### config.mk
export PLATFORM = sky130hd
export DESIGN_NAME = count_sequence_monitor
export DESIGN_NICKNAME = d
export VERILOG_FILES = /design/src/rtl/count_sequence_monitor.sv
export SDC_FILE = /design/constraint.sdc
export NUM_CORES = 1
export LEC_CHECK = 0
export BUFFER_PORTS_ARGS = -buffer_cell sky130_fd_sc_hd__buf_4
export CAP_MARGIN = 20
export CORE_MARGIN = 5
export CORE_UTILIZATION = 35
export CTS_BUF_LIST = sky130_fd_sc_hd__clkbuf_4
export DETAILED_ROUTE_END_ITERATION = 12
export SLEW_MARGIN = 10
export SYNTH_ARGS = -nofsm -noshare
export SYNTH_HDL_FRONTEND = slang
export SYNTH_SLANG_ARGS = --single-unit
### constraint.sdc
create_clock -name clk -period 3.6 [get_ports clk]
set_clock_uncertainty 0.1 [all_clocks]
set_input_delay 0.36 -clock clk [delete_from_list [all_inputs] [get_ports clk]]
set_output_delay 0.36 -clock clk [all_outputs]
set_load 0.02 [all_outputs]
### src/rtl/count_sequence_monitor.sv
// Observes an up/down loadable counter's output, locks onto its counting direction
// and reports wraps, parallel loads and direction violations.
module count_sequence_monitor #(
  parameter int unsigned WIDTH    = 4,
  parameter int unsigned LOCK_CNT = 3,
  parameter int unsigned ERR_W    = 8
) (
  input  logic             clk,
  input  logic             reset,
  input  logic [WIDTH-1:0] q_in,
  input  logic             valid,
  output logic             locked,
  output logic             dir_up,
  output logic             wrap_pulse,
  output logic             jump_pulse,
  output logic             err_pulse,
  output logic [ERR_W-1:0] err_count
);

  localparam int unsigned       STREAK_W = 8;
  localparam logic [STREAK_W-1:0] LOCK_V = STREAK_W'(LOCK_CNT);
  localparam logic [WIDTH-1:0]  ONE_V    = WIDTH'(1);
  localparam logic [WIDTH-1:0]  MAX_V    = '1;

  typedef enum logic [1:0] {
    ACQUIRE    = 2'd0,
    TRACK_UP   = 2'd1,
    TRACK_DOWN = 2'd2
  } state_t;

  state_t              r_state, w_state_nxt;
  logic [STREAK_W-1:0] r_streak, w_streak_nxt, w_streak_inc;
  logic                r_streak_up, w_streak_up_nxt;
  logic [WIDTH-1:0]    r_prev;
  logic                r_have_prev;
  logic                r_locked, r_dir_up, r_wrap, r_jump, r_err;
  logic [ERR_W-1:0]    r_err_count;

  logic [WIDTH-1:0] w_delta;
  logic             w_classify, w_up, w_down, w_jump_step, w_wrap;
  logic             w_err, w_jump;

  // Step classification against the previous accepted sample
  assign w_classify  = valid && r_have_prev;
  assign w_delta     = q_in - r_prev;
  assign w_up        = (w_delta == ONE_V);
  assign w_down      = (w_delta == MAX_V);
  assign w_jump_step = !w_up && !w_down && (w_delta != '0);
  assign w_wrap      = (w_up && (r_prev == MAX_V) && (q_in == '0)) ||
                       (w_down && (r_prev == '0) && (q_in == MAX_V));

  // Direction acquisition / tracking FSM
  always_comb begin
    w_state_nxt     = r_state;
    w_streak_nxt    = r_streak;
    w_streak_up_nxt = r_streak_up;
    w_streak_inc    = '0;
    w_err           = 1'b0;
    w_jump          = 1'b0;
    case (r_state)
      ACQUIRE: begin
        if (w_classify) begin
          if (w_up || w_down) begin
            w_streak_inc = ((r_streak != '0) && (r_streak_up == w_up)) ?
                           r_streak + STREAK_W'(1) : STREAK_W'(1);
            if (w_streak_inc >= LOCK_V) begin
              w_state_nxt  = w_up ? TRACK_UP : TRACK_DOWN;
              w_streak_nxt = '0;
            end else begin
              w_streak_nxt    = w_streak_inc;
              w_streak_up_nxt = w_up;
            end
          end else if (w_jump_step) begin
            w_streak_nxt = '0;
          end
        end
      end
      TRACK_UP: begin
        if (w_classify) begin
          if (w_down) begin
            w_err           = 1'b1;
            w_state_nxt     = ACQUIRE;
            w_streak_nxt    = STREAK_W'(1);
            w_streak_up_nxt = 1'b0;
          end else if (w_jump_step) begin
            w_jump = 1'b1;
          end
        end
      end
      TRACK_DOWN: begin
        if (w_classify) begin
          if (w_up) begin
            w_err           = 1'b1;
            w_state_nxt     = ACQUIRE;
            w_streak_nxt    = STREAK_W'(1);
            w_streak_up_nxt = 1'b1;
          end else if (w_jump_step) begin
            w_jump = 1'b1;
          end
        end
      end
      default: w_state_nxt = ACQUIRE;
    endcase
  end

  always_ff @(posedge clk) begin
    if (reset) begin
      r_state     <= ACQUIRE;
      r_streak    <= '0;
      r_streak_up <= 1'b0;
      r_prev      <= '0;
      r_have_prev <= 1'b0;
      r_locked    <= 1'b0;
      r_dir_up    <= 1'b0;
      r_wrap      <= 1'b0;
      r_jump      <= 1'b0;
      r_err       <= 1'b0;
      r_err_count <= '0;
    end else begin
      r_state     <= w_state_nxt;
      r_streak    <= w_streak_nxt;
      r_streak_up <= w_streak_up_nxt;
      r_locked    <= (w_state_nxt != ACQUIRE);
      r_dir_up    <= (w_state_nxt == TRACK_UP);
      r_wrap      <= w_classify && w_wrap;
      r_jump      <= w_jump;
      r_err       <= w_err;
      if (valid) begin
        r_prev      <= q_in;
        r_have_prev <= 1'b1;
      end
      // Error total saturates rather than wrapping
      if (w_err && (r_err_count != '1)) begin
        r_err_count <= r_err_count + ERR_W'(1);
      end
    end
  end

  assign locked     = r_locked;
  assign dir_up     = r_dir_up;
  assign wrap_pulse = r_wrap;
  assign jump_pulse = r_jump;
  assign err_pulse  = r_err;
  assign err_count  = r_err_count;

endmodule
Word-level counts from Yosys, hierarchy flattened --
Cells that the tools add are included.
Operators by class: add/subtract/negate cells 3, $lt $le $gt $ge 1, equality and inequality tests 17, mux-type cells 38, reduce and logical (&&, ||, !) cells 23
Operators with widths (number):
- 8-bit two-way mux | 9
- 8-bit case mux with 3 select lines | 1
- 8-bit by 1-bit adder with 8-bit output (second input constant) | 2
- 1-bit two-way mux | 16
- 2-bit two-way mux | 8
- 2-bit inequality test (second input constant) | 7
- 4-bit equality test (second input constant) | 3
- 1-bit logical AND | 10
- 8-bit by 2-bit greater-or-equal comparator with 1-bit output (second input constant) | 1
- 4-bit logical NOT | 2
- 8-bit inequality test (second input constant) | 1
- 8-bit AND reduction | 1
- 8-bit nonzero test | 1
- 7-bit AND reduction | 1
- 2-bit case mux with 3 select lines | 1
- 2-bit by 1-bit equality test with 1-bit output (second input constant) | 2
- 4-bit by 1-bit equality test with 1-bit output (second input constant) | 1
- 1-bit case mux with 2 select lines | 2
- 4-bit nonzero test | 1
- 4-bit subtractor | 1
- 3-bit inequality test (second input constant) | 1
- 1-bit case mux with 3 select lines | 1
- 3-bit nonzero test | 1
- 2-bit equality test (second input constant) | 1
- 5 further kinds | 7
Storage, ports and cells: bits in registers 29, input port bits 7, output and inout port bits 13, word-level logic and storage cells 93

Longest topological paths before layout --
Gate-level depths: netlist (run 1).
word-level depth 11, mapped depth 12, gate-level depth less buffers 11

Least setup slack after synthesis (run 1) --
No wires, ideal clock.
path kind input -> register, start point input q_in[0], end point register r_err_count[7], in the netlist err_count[7], library setup time 0.059 ns, arrival 2.499 ns, required time 3.441 ns, path slack 0.942 ns, stages on the path 11, path buffers 0, path through inv_1 -> ha_1 -> inv_1 -> fa_1 -> xor2_2 -> and3b_4 -> nand4b_4 -> a211oi_4 -> nand2_2 -> or4_1 -> nand2_1
On the way: longest elaborated chain between the ends 6, elaborated cells on any way between the ends 9, classes of those cells add/sub: 1; eq/ne: 2; mux: 5; reduce/logical: 1
Ends and longest elaborated chain:
- start: declaration | line 10 | input logic [WIDTH-1:0] q_in,
- 4-bit subtractor (*) | line 45 | assign w_delta = q_in - r_prev;
- 4-bit by 1-bit equality test with 1-bit output / 4-bit equality test (equally long branches) | line 46, 47
- 1-bit two-way mux, on equally long branches | line 92, 80
- 1-bit two-way mux, on equally long branches | line 91, 79
- 1-bit case mux with 2 select lines (*) | line 60 | case (r_state)
- 1-bit logical AND (*) | line 133 | if (w_err && (r_err_count != '1)) begin
- end signal: assignment | line 134 | r_err_count <= r_err_count + ERR_W'(1);
- end: declaration | line 37 | logic [ERR_W-1:0] r_err_count;
Every way passes the cells marked *; elsewhere a longest branch is shown, timed or not. A chain may end at the register's enable or synchronous reset.

Final worst setup path (run 1) --
start point register r_prev[0], end point register r_err_count[7], in the netlist err_count[7]
On the way: longest elaborated chain between the ends 6, elaborated cells on any way between the ends 9, classes of those cells add/sub: 1; eq/ne: 2; mux: 5; reduce/logical: 1
Ends and longest elaborated chain:
- start: declaration | line 34 | logic [WIDTH-1:0] r_prev;
- start signal: assignment | line 129 | r_prev <= q_in;
- 4-bit subtractor (*) | line 45
- 4-bit by 1-bit equality test with 1-bit output / 4-bit equality test (equally long branches) | line 46, 47
- 1-bit two-way mux, on equally long branches | line 92, 80
- 1-bit two-way mux, on equally long branches | line 91, 79
- 1-bit case mux with 2 select lines (*) | line 60
- 1-bit logical AND (*) | line 133
Marks and branches as above.

==> results by group, run 1 <==
Outcome
  – Outcome: complete, no violations

Logic synthesis
  – Synth async-reset ratio: 0%
  – Post-synth EDFFs: 0
  – Yosys cell types: 48
  – Yosys warns: 0
  – Area fraction in compound gates after synthesis: between 15 and 20%
  – Post-Syn Nets: approximately 210
  – Yosys top cell area share: between 30 and 40%
  – Synthesized area per cell: between 8 and 9 um^2
  – Xor and xnor area share after synthesis: a little over 5%
  – Synthesized area: roughly 1700 um^2
  – Yosys reg bits: 29
  – Synthesized-area fraction occupied by adder cells: between 8 and 9%
  – Sequential share of the synthesized area: between 30% and 40%
  – Post-synthesis simple-gate area fraction: approximately 28%
  – Largest family of logic cells by synthesized area: simple AND/OR/NAND/NOR gates
  – Area leader, netlist: dfxtp_1
  – Synth Flop Type: dfxtp_1
  – Cell count after synthesis: ~190
  – Largest cells by area after synthesis: dfxtp_1, ha_1, mux2i_1, nor2_1, nand3_1
  – Multiplexer area fraction after synthesis: between 4 and 5%

Power
  – PD cells: 315 nW/um^2
  – Leak: around 0.78 nW
  – Maximum vdd ir drop: around 140 uV
  – Total Power: between 600 and 700 uW

Setup path
  – Slowest stage delay, CP: around 400 ps
  – Crit Path Category: reg -> reg
  – Crit Path Max Fanout: 6
  – Critical Path RT: approximately 3800 ps
  – Worst setup EP type: flop
  – CP max-delay cell: a211oi_4
  – Reg2reg start: r_prev[0]
  – Worst path cell trace: ha_1 > inv_1 > fa_1 > xor2_2 > and3b_4 > nand4b_4 > a211oi_4 > nand2_2 > or4_1 > nand2_1
  – Crit path launch type: flop
  – CP Launch Point: r_prev[0]
  – CP Buf/Inv Count: 1
  – Delay-heaviest family, CP: simple AND/OR/NAND/NOR gates
  – Worst endpoint data arrival time: about 3000 ps

Global routing
  – Largest net degree at the start of global routing: 23
  – GRT Util Overall: about an eighth
  – Initial antenna violation count: 0
  – Congestion Overflow GR: 0
  – Global-route wire length before repair: roughly 6000 um
  – Vias in the first global route: between 1k and 1.5k

Timing
  – Final hold vios: 0
  – Slew @ Worst Pin: 427 ps
  – FMAX: roughly 350 MHz
  – Hold_ws: approximately 190 ps
  – RSZ-0062 raised after global routing: no
  – Final setup viols: 0
  – Final Cycle Share: between 70% and 80%
  – Slew margin rel.: 71.4%
  – Max-slew violations: 0
  – Setup TNS: 0 ps
  – Min Tclk post-route: 2840 ps

Detailed routing
  – Drt total wl: approximately 3500 um
  – DRT Pass-1 Iters: 4
  – Routed via count: 1,405
  – DRC: 0
  – Routed wire per std cell: around 12 um
  – Drt initial violations: about 110
  – Antenna Violating Nets Remaining: 0
  – Drt via density: approximately 5.0

Die
  – Num ports: 20
  – Core area: between 4000 and 5000 um^2
  – Starting Density: approximately 36%
  – Die Height: between 70 and 80 um
  – Die W: roughly 80 um
  – Rows: 25
  – Die footprint: approximately 6400 um^2

Placed design
  – PortBufs: 19
  – GP Congestion: 0.809
  – Detailed Place HPWL: 2560 um
  – Placed cells: about 270

CTS
  – Cts hold-fix bufs: 0
  – Post-CTS Resized: 0
  – CTS sink count: 29
  – Post-CTS Setup Bufs: 0
  – CTS Buf Count: 5
  – H-tree depth: 2
  – Root Driver: clkbuf_4
  – CTS tree: yes
  – Clock latency on the worst-skew pair: around 330 ps
  – Worst-path clk slew: 110 ps
  – Clk buf depth: 2

Final layout
  – Diodes inserted: 0
  – Fin nets: 230
  – Fin cells: 280
  – Final Util: between 40% and 50%
  – Area Growth Syn to Fin: 15.3%
  – Layout cell share with drive strength beyond 1: around 17%
  – # fillers: just under 500

Job
  – Max Cap Viol: 0

Hold path
  – Hold_sp: q_in[2]
  – Worst hold path type: in -> reg
[layout by cell type, fill, tap and decap left out, types with 6 or more instances in the layout]
cell	synthesis	final
dfxtp_1	29	29
nor2_1	21	21
buf_4	0	19
nand3_1	12	12
nand2_1	11	11
ha_1	10	10
inv_1	9	9
mux2i_1	8	8
a21oi_1	8	8
and2_1	8	8
o21ai_0	6	6
nor3_1	6	6
[cell usage after synthesis, drive strengths merged, types with 2 or more instances]
cell and instances:
and3 4, xor2 6, ha 10, and3b 2, o21ai 7, dfxtp 29
nand2 12, nor3 6, nor4 3, a21oi 8, nand4b 3, and2 8
a211oi 4, nand3 12, o211ai 4, clkbuf 4, xnor2 3, a21o 3
nand3b 2, nor2 21, nor4bb 2, a311oi 2, mux2i 8, inv 9
nand4 4
[final cells by class]
| type | count | area, um^2 | area share (%) |
|---|---|---|---|
| clock inverter | 3 | 17.5 | 0.889 |
| inverter | 9 | 33.8 | 1.72 |
| tap | 67 | 83.8 | 4.26 |
| sequential | 29 | 581 | 29.5 |
| timing repair buffer | 19 | 143 | 7.24 |
| clock buffer | 5 | 37.5 | 1.91 |
| multi-input combinational | 148 | 1070 | 54.5 |
[logic make-up after synthesis]
kind of cell	count (synthesis)
DFF	29
xor gates and xnor gates	9
AOI/OAI and AO/OA	36
buffers and inverters	14
adders and majority gates	11
and+or+nand+nor	84
muxes	8
[final timing paths]
path	depth (start not counted)	end	slack, ps
worst max-delay path	10	err_count[7]	760
worst max register to register	10	err_count[7]	760
worst min register to register	1	r_streak[4]	400
worst min-delay path	3	r_prev[2]	190
[report_power, final]
| group | total, mW | switching [mW] | internal (mW) |
|---|---|---|---|
| Combinational | 0.0933 | 0.0556 | 0.0377 |
| Sequential | 0.332 | 0.00609 | 0.326 |
| Clock | 0.196 | 0.122 | 0.0735 |
| Total | 0.621 | 0.184 | 0.437 |
[stage by stage]
step	setup WS [ps]	instance area (um^2)
after global placement	677	1910
final	764	1970
after floorplan	942	1710
after global routing	563	1970
after detailed placement	644	1910
after CTS	756	1970
[state kept, by name (all words and copies together) (netlist names), 2 cells and up]
register and count:
r_state 2, r_streak 8, r_prev 4, err_count 8
[per-layer routing]
| metal | global-route usage (%) | up-vias | wire [um] |
|---|---|---|---|
| met5 | 0 | - | 0 |
| met2 | 19.7 | 28 | 1610 |
| met1 | 14.5 | 634 | 1640 |
| met4 | 5.57 | 0 | 75 |
| li1 | - | 738 | - |
| met3 | 2.93 | 5 | 150 |
[worst register-to-register path, stage by stage (launching register included)]
cell and delay (ps):
dfxtp_1 400, ha_1 200, inv_1 60, fa_1 400, xor2_2 240, and3b_4 260, nand4b_4 130, a211oi_4 410
nand2_2 110, or4_1 400, nand2_1 80
Power figures use the tool's default switching activity.
==> run 2, diff against run 1 <==
--- a/config.mk
+++ b/config.mk
@@ -5,6 +5,7 @@
 export SDC_FILE = /design/constraint.sdc
 export NUM_CORES = 1
 export LEC_CHECK = 0
+export ABC_AREA = 1
 export BUFFER_PORTS_ARGS = -buffer_cell sky130_fd_sc_hd__buf_4
 export CAP_MARGIN = 20
 export CORE_MARGIN = 5
==> constraint.sdc (replaced) <==
create_clock -name clk -period 3 [get_ports clk]
set_clock_uncertainty 0.1 [all_clocks]
set_input_delay 0.3 -clock clk [delete_from_list [all_inputs] [get_ports clk]]
set_output_delay 0.3 -clock clk [all_outputs]
set_load 0.02 [all_outputs]
==> run 2 against run 1 <==
Against the previous run:
- power is 34% higher
- maximum frequency rose by 12%
- sequential cell count unchanged
- worst hold slack got worse by 97 ps
- die area up 2.2%
- register-to-register slack lost 300 ps
- non-clock buffer count did not move
- core utilization is 0.45 points higher
- setup slack got worse by 300 ps
- global-route usage rose by 0.075 points
- critical path type unchanged
- largest cell class unchanged
- largest power group unchanged
- highest routed layer unchanged
==> results by group, run 2 <==
Die
  – Die Height: around 80 um
  – Starting Density: 36.6%
  – Die footprint: 6520 um^2
  – Die W: about 81 um
  – Core area: ~4800 um^2
  – Rows: 25
  – Num ports: 20

Logic synthesis
  – Largest cells by area after synthesis: dfxtp_1, nand2_1, inv_1, ha_1, nor2_1
  – Post-Syn Nets: 260
  – Area fraction in compound gates after synthesis: 12.3%
  – Yosys cell types: 33
  – Area leader, netlist: dfxtp_1
  – Yosys reg bits: 29
  – Xor and xnor area share after synthesis: under 10%
  – Synthesized-area fraction occupied by adder cells: 8.29%
  – Most frequent cell after synthesis: nand2_1
  – Synth Flop Type: dfxtp_1
  – Synthesized area per cell: 7.23 um^2
  – Post-synth EDFFs: 0
  – Yosys warns: 0
  – Multiplexer area fraction after synthesis: 0%
  – Sequential share of the synthesized area: between 30% and 40%
  – Largest family of logic cells by synthesized area: simple AND/OR/NAND/NOR gates
  – Post-synthesis simple-gate area fraction: a little over a third
  – Top post-synthesis cells by count: nand2_1, inv_1, dfxtp_1
  – Synthesized area: between 1500 and 2000 um^2
  – Synth async-reset ratio: 0%
  – Cell count after synthesis: between 200 and 250
  – Yosys top cell area share: between 30% and 40%

Placed design
  – GP Congestion: between 0.8 and 0.9
  – Detailed Place HPWL: 2800 um
  – Area of placed instances: between 1500 and 2000 um^2
  – Placed cells: roughly 330
  – PortBufs: 19
  – Pre-CTS WS: about 340 ps

Setup path
  – Critical Path RT: around 3100 ps
  – Crit path launch type: flop
  – Worst endpoint data arrival time: between 2000 and 3000 ps
  – Crit Path Category: reg -> reg
  – Crit Path Max Fanout: 6
  – Worst setup EP type: flop

Final layout
  – # fillers: around 500
  – Fin nets: roughly 280
  – Multi-input logic area: slightly above 1000 um^2
  – Final Cell Area: slightly above 2000 um^2
  – Diodes inserted: 0
  – Commonest non-fill, non-tap cells in the layout: nand2_1, inv_1, dfxtp_1, nor2_1, buf_4
  – Leading cell type in the layout, fill and taps excluded: nand2_1
  – Fin cells: ~330
  – FF+latch area: 581 um^2
  – Area Growth Syn to Fin: 15.2%
  – Layout cell share with drive strength beyond 1: between 10% and 20%

Detailed routing
  – Drt via density: about 4.5
  – Routed wire per std cell: about 11 um
  – Drt total wl: between 3000 and 4000 um
  – DRC: 0
  – Routed via count: 1,505
  – Drt initial violations: 41
  – DRT Pass-1 Iters: 6
  – Antenna Violating Nets Remaining: 0

CTS
  – Cts hold-fix bufs: 0
  – Post-CTS Setup Bufs: 0
  – Clk buf depth: 2
  – Worst-path clk slew: ~90 ps
  – Root Driver: clkbuf_4
  – H-tree depth: 2
  – CTS sink count: 29
  – CTS Buf Count: 5
  – Clock latency on the worst-skew pair: approximately 330 ps
  – CTS tree: yes
  – Post-CTS Resized: 0

Power
  – Leak: between 0.8 and 0.9 nW
  – PD cells: 412 nW/um^2
  – Total Power: 830 uW
  – Maximum vdd ir drop: ~260 uV

Timing
  – Final worst slack: between 400 and 500 ps
  – Min Tclk post-route: roughly 2500 ps
  – Final setup viols: 0
  – RSZ-0062 raised after global routing: no
  – Final hold vios: 0
  – Setup TNS: 0 ps
  – FMAX: ~400 MHz
  – Max-slew violations: 0
  – Final Cycle Share: between 80% and 90%
  – Slew @ Worst Pin: approximately 410 ps
  – Slew margin rel.: between 70 and 80%

Hold path
  – Worst hold path type: in -> reg

Global routing
  – Largest net degree at the start of global routing: 16
  – Global-route wire length before repair: 6000 um
  – Met2 usage: approximately 18%
  – Initial antenna violation count: 0
  – GRT met3 Usage: 3.03%
  – Top Usage Layer GRT: met2
  – Vias in the first global route: between 1k and 1.5k
  – GRT Util Overall: 12.0%
  – Congestion Overflow GR: 0
  – Met1 Use GR: between 15 and 20%

Job
  – Max Cap Viol: 0

Outcome
  – Outcome: complete, no violations
==> run 2: changes by cell type after synthesis, sizes merged, moves of 4 or more <==
cell and delta:
nand4 +6, nand2 +44, mux2i -8, a21oi +11
o21ai +6, nand3 +4, inv +30, and2 -8
o211ai -4, xor2 -4, and3 -4
==> run 2: layout make-up <==
cell class,count,area share [%]
Multi-Input combinational cell,171,50.1
Sequential cell,29,28.8
Inverter,40,7.51
Timing Repair Buffer,19,7.07
Tap cell,67,4.16
Clock buffer,6,2.23
Clock inverter,1,0.186
==> run 2: routing by layer <==
| layer | wire length, um | share of wire [%] |
|---|---|---|
| met5 | 0 | 0 |
| met4 | 54 | 1.5 |
| met3 | 119 | 3.2 |
| met2 | 1600 | 44 |
| met1 | 1890 | 52 |
==> run 2: power by group <==
part	switching (mW)	leakage (nW)	internal, mW
Clock	0.131	0.0292	0.0939
Sequential	0.0100	0.236	0.397
Combinational	0.131	0.605	0.0669
Total	0.272	0.870	0.558
==> run 2: critical path, cell delays in order, from the launching register on <==
cell and delay, ps:
dfxtp_1 380, ha_1 160, inv_1 60, fa_1 400
xnor2_2 360, nand3_2 220, nand2_1 220, nand4_1 160
nand2_1 90, nand2_1 40, nand2_1 50, nand2_1 60
nand2_1 70, nand2_1 50
==> run 2: worst paths after layout <==
check / from / to / slack (ps) / cells past startpoint
hold reg to reg: r_streak[4] / r_streak[4] / 370 / 2
setup reg to reg: r_prev[0] / locked / 460 / 13
setup / recovery: r_prev[0] / locked / 460 / 13
hold / removal: valid / r_prev[3] / 90 / 2
==> run 2: kinds of logic (layout without fill, tap and decap cells) <==
kind of cell,count (synthesis),after routing
DFF,29,29
and+or+nand+nor,120,120
xor gates and xnor gates,4,4
buffers and inverters,42,66
AOI/OAI and AO/OA,36,36
adders and majority gates,11,11
==> run 2: through the flow <==
step                      util, %  hold slack, ps
after floorplan                 -             277
after global placement       41.1             347
after detailed placement     41.1             357
after CTS                    42.1            81.8
after global routing         42.1             110
final                        42.1            93.6
==> run 3, diff against run 2 <==
==> constraint.sdc (replaced) <==
create_clock -name clk -period 2.4 [get_ports clk]
set_clock_uncertainty 0.1 [all_clocks]
set_input_delay 0.24 -clock clk [delete_from_list [all_inputs] [get_ports clk]]
set_output_delay 0.24 -clock clk [all_outputs]
set_load 0.02 [all_outputs]
==> run 3 against run 2 <==
Against the previous run:
- worst hold slack got worse by 57 ps
- global-route usage is 0.43 points higher
- clock power increased by 23%
- sequential power rose by 25%
- critical path depth fell by 1
- non-clock buffer count up 16
- sequential share of layout area fell by 2.5 points
- power increased by 32%
- via count up 7.3%
- final cell count is 4.8% higher
- sequential cell count unchanged
- count of clock-buffer cells in the layout unchanged
- largest cell class unchanged
==> results by group, run 3 (synthesis results as in run 2) <==
Outcome
  – Outcome: complete, no violations

Detailed routing
  – Drt via density: ~4.6
  – Drt total wl: between 3000 and 4000 um
  – Antenna Violating Nets Remaining: 0
  – Routed via count: between 1.5k and 2k
  – Routed wire per std cell: 10.7 um
  – DRC: 0
  – DRT Pass-1 Iters: 4
  – Drt initial violations: 50

Final layout
  – Fin cells: ~350
  – Fin nets: 300
  – Commonest non-fill, non-tap cells in the layout: nand2_1, inv_1, buf_4, dfxtp_1, nor2_1
  – Diodes inserted: 0
  – Area Growth Syn to Fin: 26.2%
  – Leading cell type in the layout, fill and taps excluded: nand2_1
  – Layout cell share with drive strength beyond 1: roughly a quarter
  – Final Cell Area: 2210 um^2
  – Final Util: 46.2%

Power
  – Sw Ratio: 32.5%
  – Internal Dissipation: 742 uW
  – Leak: 0.951 nW
  – Comb pwr share: between 20% and 30%
  – Maximum vdd ir drop: around 350 uV
  – PD cells: about 500 nW/um^2
  – Clk pwr share: 25.1%
  – Psw: roughly 360 uW
  – Reg power frac: a little under half

Die
  – Die W: 80.7 um
  – Num ports: 20
  – Die Height: between 80 and 90 um
  – Starting Density: between 30 and 40%
  – Core area: between 4000 and 5000 um^2
  – Rows: 25
  – Die footprint: about 6500 um^2

Global routing
  – Initial antenna violation count: 0
  – GRT Util Overall: between 10% and 20%
  – Top Usage Layer GRT: met2
  – Congestion Overflow GR: 0
  – Largest net degree at the start of global routing: 16
  – Global-route wire length before repair: 6330 um
  – Vias in the first global route: around 1.5k
  – Met1 Use GR: between 15 and 20%
  – Met2 usage: between 10% and 20%
  – GRT met3 Usage: 3.36%

CTS
  – CTS Buf Count: 5
  – Worst-path clk slew: 90 ps
  – Clk buf depth: 2
  – CTS sink count: 29
  – H-tree depth: 2
  – Cts hold-fix bufs: 0
  – Root Driver: clkbuf_4
  – CTS tree: yes
  – Clock latency on the worst-skew pair: about 320 ps

Setup path
  – Worst endpoint data arrival time: about 2500 ps
  – Worst setup EP type: flop
  – Crit Path Category: reg -> reg
  – Critical Path RT: ~2500 ps
  – Crit path launch type: flop
  – Crit Path Max Fanout: 5

Placed design
  – Area of placed instances: roughly 2100 um^2
  – GP Congestion: roughly 0.85
  – PortBufs: 19
  – Placed cells: 340
  – Detailed Place HPWL: between 2000 and 3000 um

Timing
  – Final setup viols: 0
  – Slew @ Worst Pin: approximately 420 ps
  – Min Tclk post-route: between 2000 and 2500 ps
  – FMAX: between 400 and 500 MHz
  – Slew margin rel.: between 70% and 80%
  – Final hold vios: 0
  – RSZ-0062 raised after global routing: yes
  – Max-slew violations: 0
  – Final Cycle Share: a little over nine tenths

Hold path
  – Worst hold path type: in -> reg

Job
  – Max Cap Viol: 0
run 3: changes by cell type in the layout (fill, tap and decap cells not counted), sizes merged:
cell,previous run,this run
buf,19,35
clkinv,2,1
inv,39,40
run 3: power groups by stage:
stage / Sequential (mW) / Combinational, mW / Clock (mW)
6_report: 0.509 / 0.314 / 0.276
5_1_grt: 0.512 / 0.350 / 0.317
4_1_cts: 0.509 / 0.289 / 0.294
3_5_place_dp: 0.520 / 0.280 / 0
3_3_place_gp: 0.520 / 0.279 / 0
2_1_floorplan: 0.520 / 0.193 / 0
run 3: final cells by class:
cell class | count | area (um^2)
flip-flops and latches | 29 | 582
inverters | 40 | 153
repair buffers | 35 | 270
well taps | 67 | 83.8
clock inverters | 1 | 3.75
clock buffers | 6 | 45.0
fillers | 494 | 2580
multi-input cells | 171 | 1070
run 3: final timing paths:
kind          startpoint     endpoint  slack [ps]  cells after the start
max            r_prev[0]  r_streak[0]          70                     12
min                valid    r_prev[0]          40                      2
max reg2reg    r_prev[0]  r_streak[0]          70                     12
min reg2reg  r_streak[5]  r_streak[5]         360                      2
run 3: stage by stage:
stage                     setup TNS, ps  hold WS, ps  power [mW]  worst slack, ps
after floorplan                       0          217       0.713              128
after global placement             -314          350       0.799             -126
after detailed placement           -852          353       0.800             -152
after CTS                             0         25.9        1.09             1.47
after global routing               -289         24.1        1.18            -80.0
final                                 0         36.7        1.10             66.1
run 3: repair_timing:
action / CTS / global route
setup endpoints to repair: 5 / 21
setup buffers: 0 / 2
resized for setup: 2 / 17
pin swaps: 1 / 3
run 3: layer usage:
layer | share of wire [%] | routed length, um | vias to the layer above
met5 | 0 | 0 | -
met4 | 1.4 | 51 | 0
met3 | 3.3 | 125 | 4
met2 | 44 | 1670 | 25
met1 | 51 | 1910 | 717
li1 | - | - | 869
run 3: critical path, cell delays in order, from the launching register on:
cell     delay [ps]
dfxtp_2         370
ha_4            130
inv_2            30
fa_2            370
xnor2_4         180
nor3_4          250
nand3_4         140
o21ai_4         200
nand3_4         130
nor2_8          140
nand2_1          70
nor2_1           80
nor2_1           50
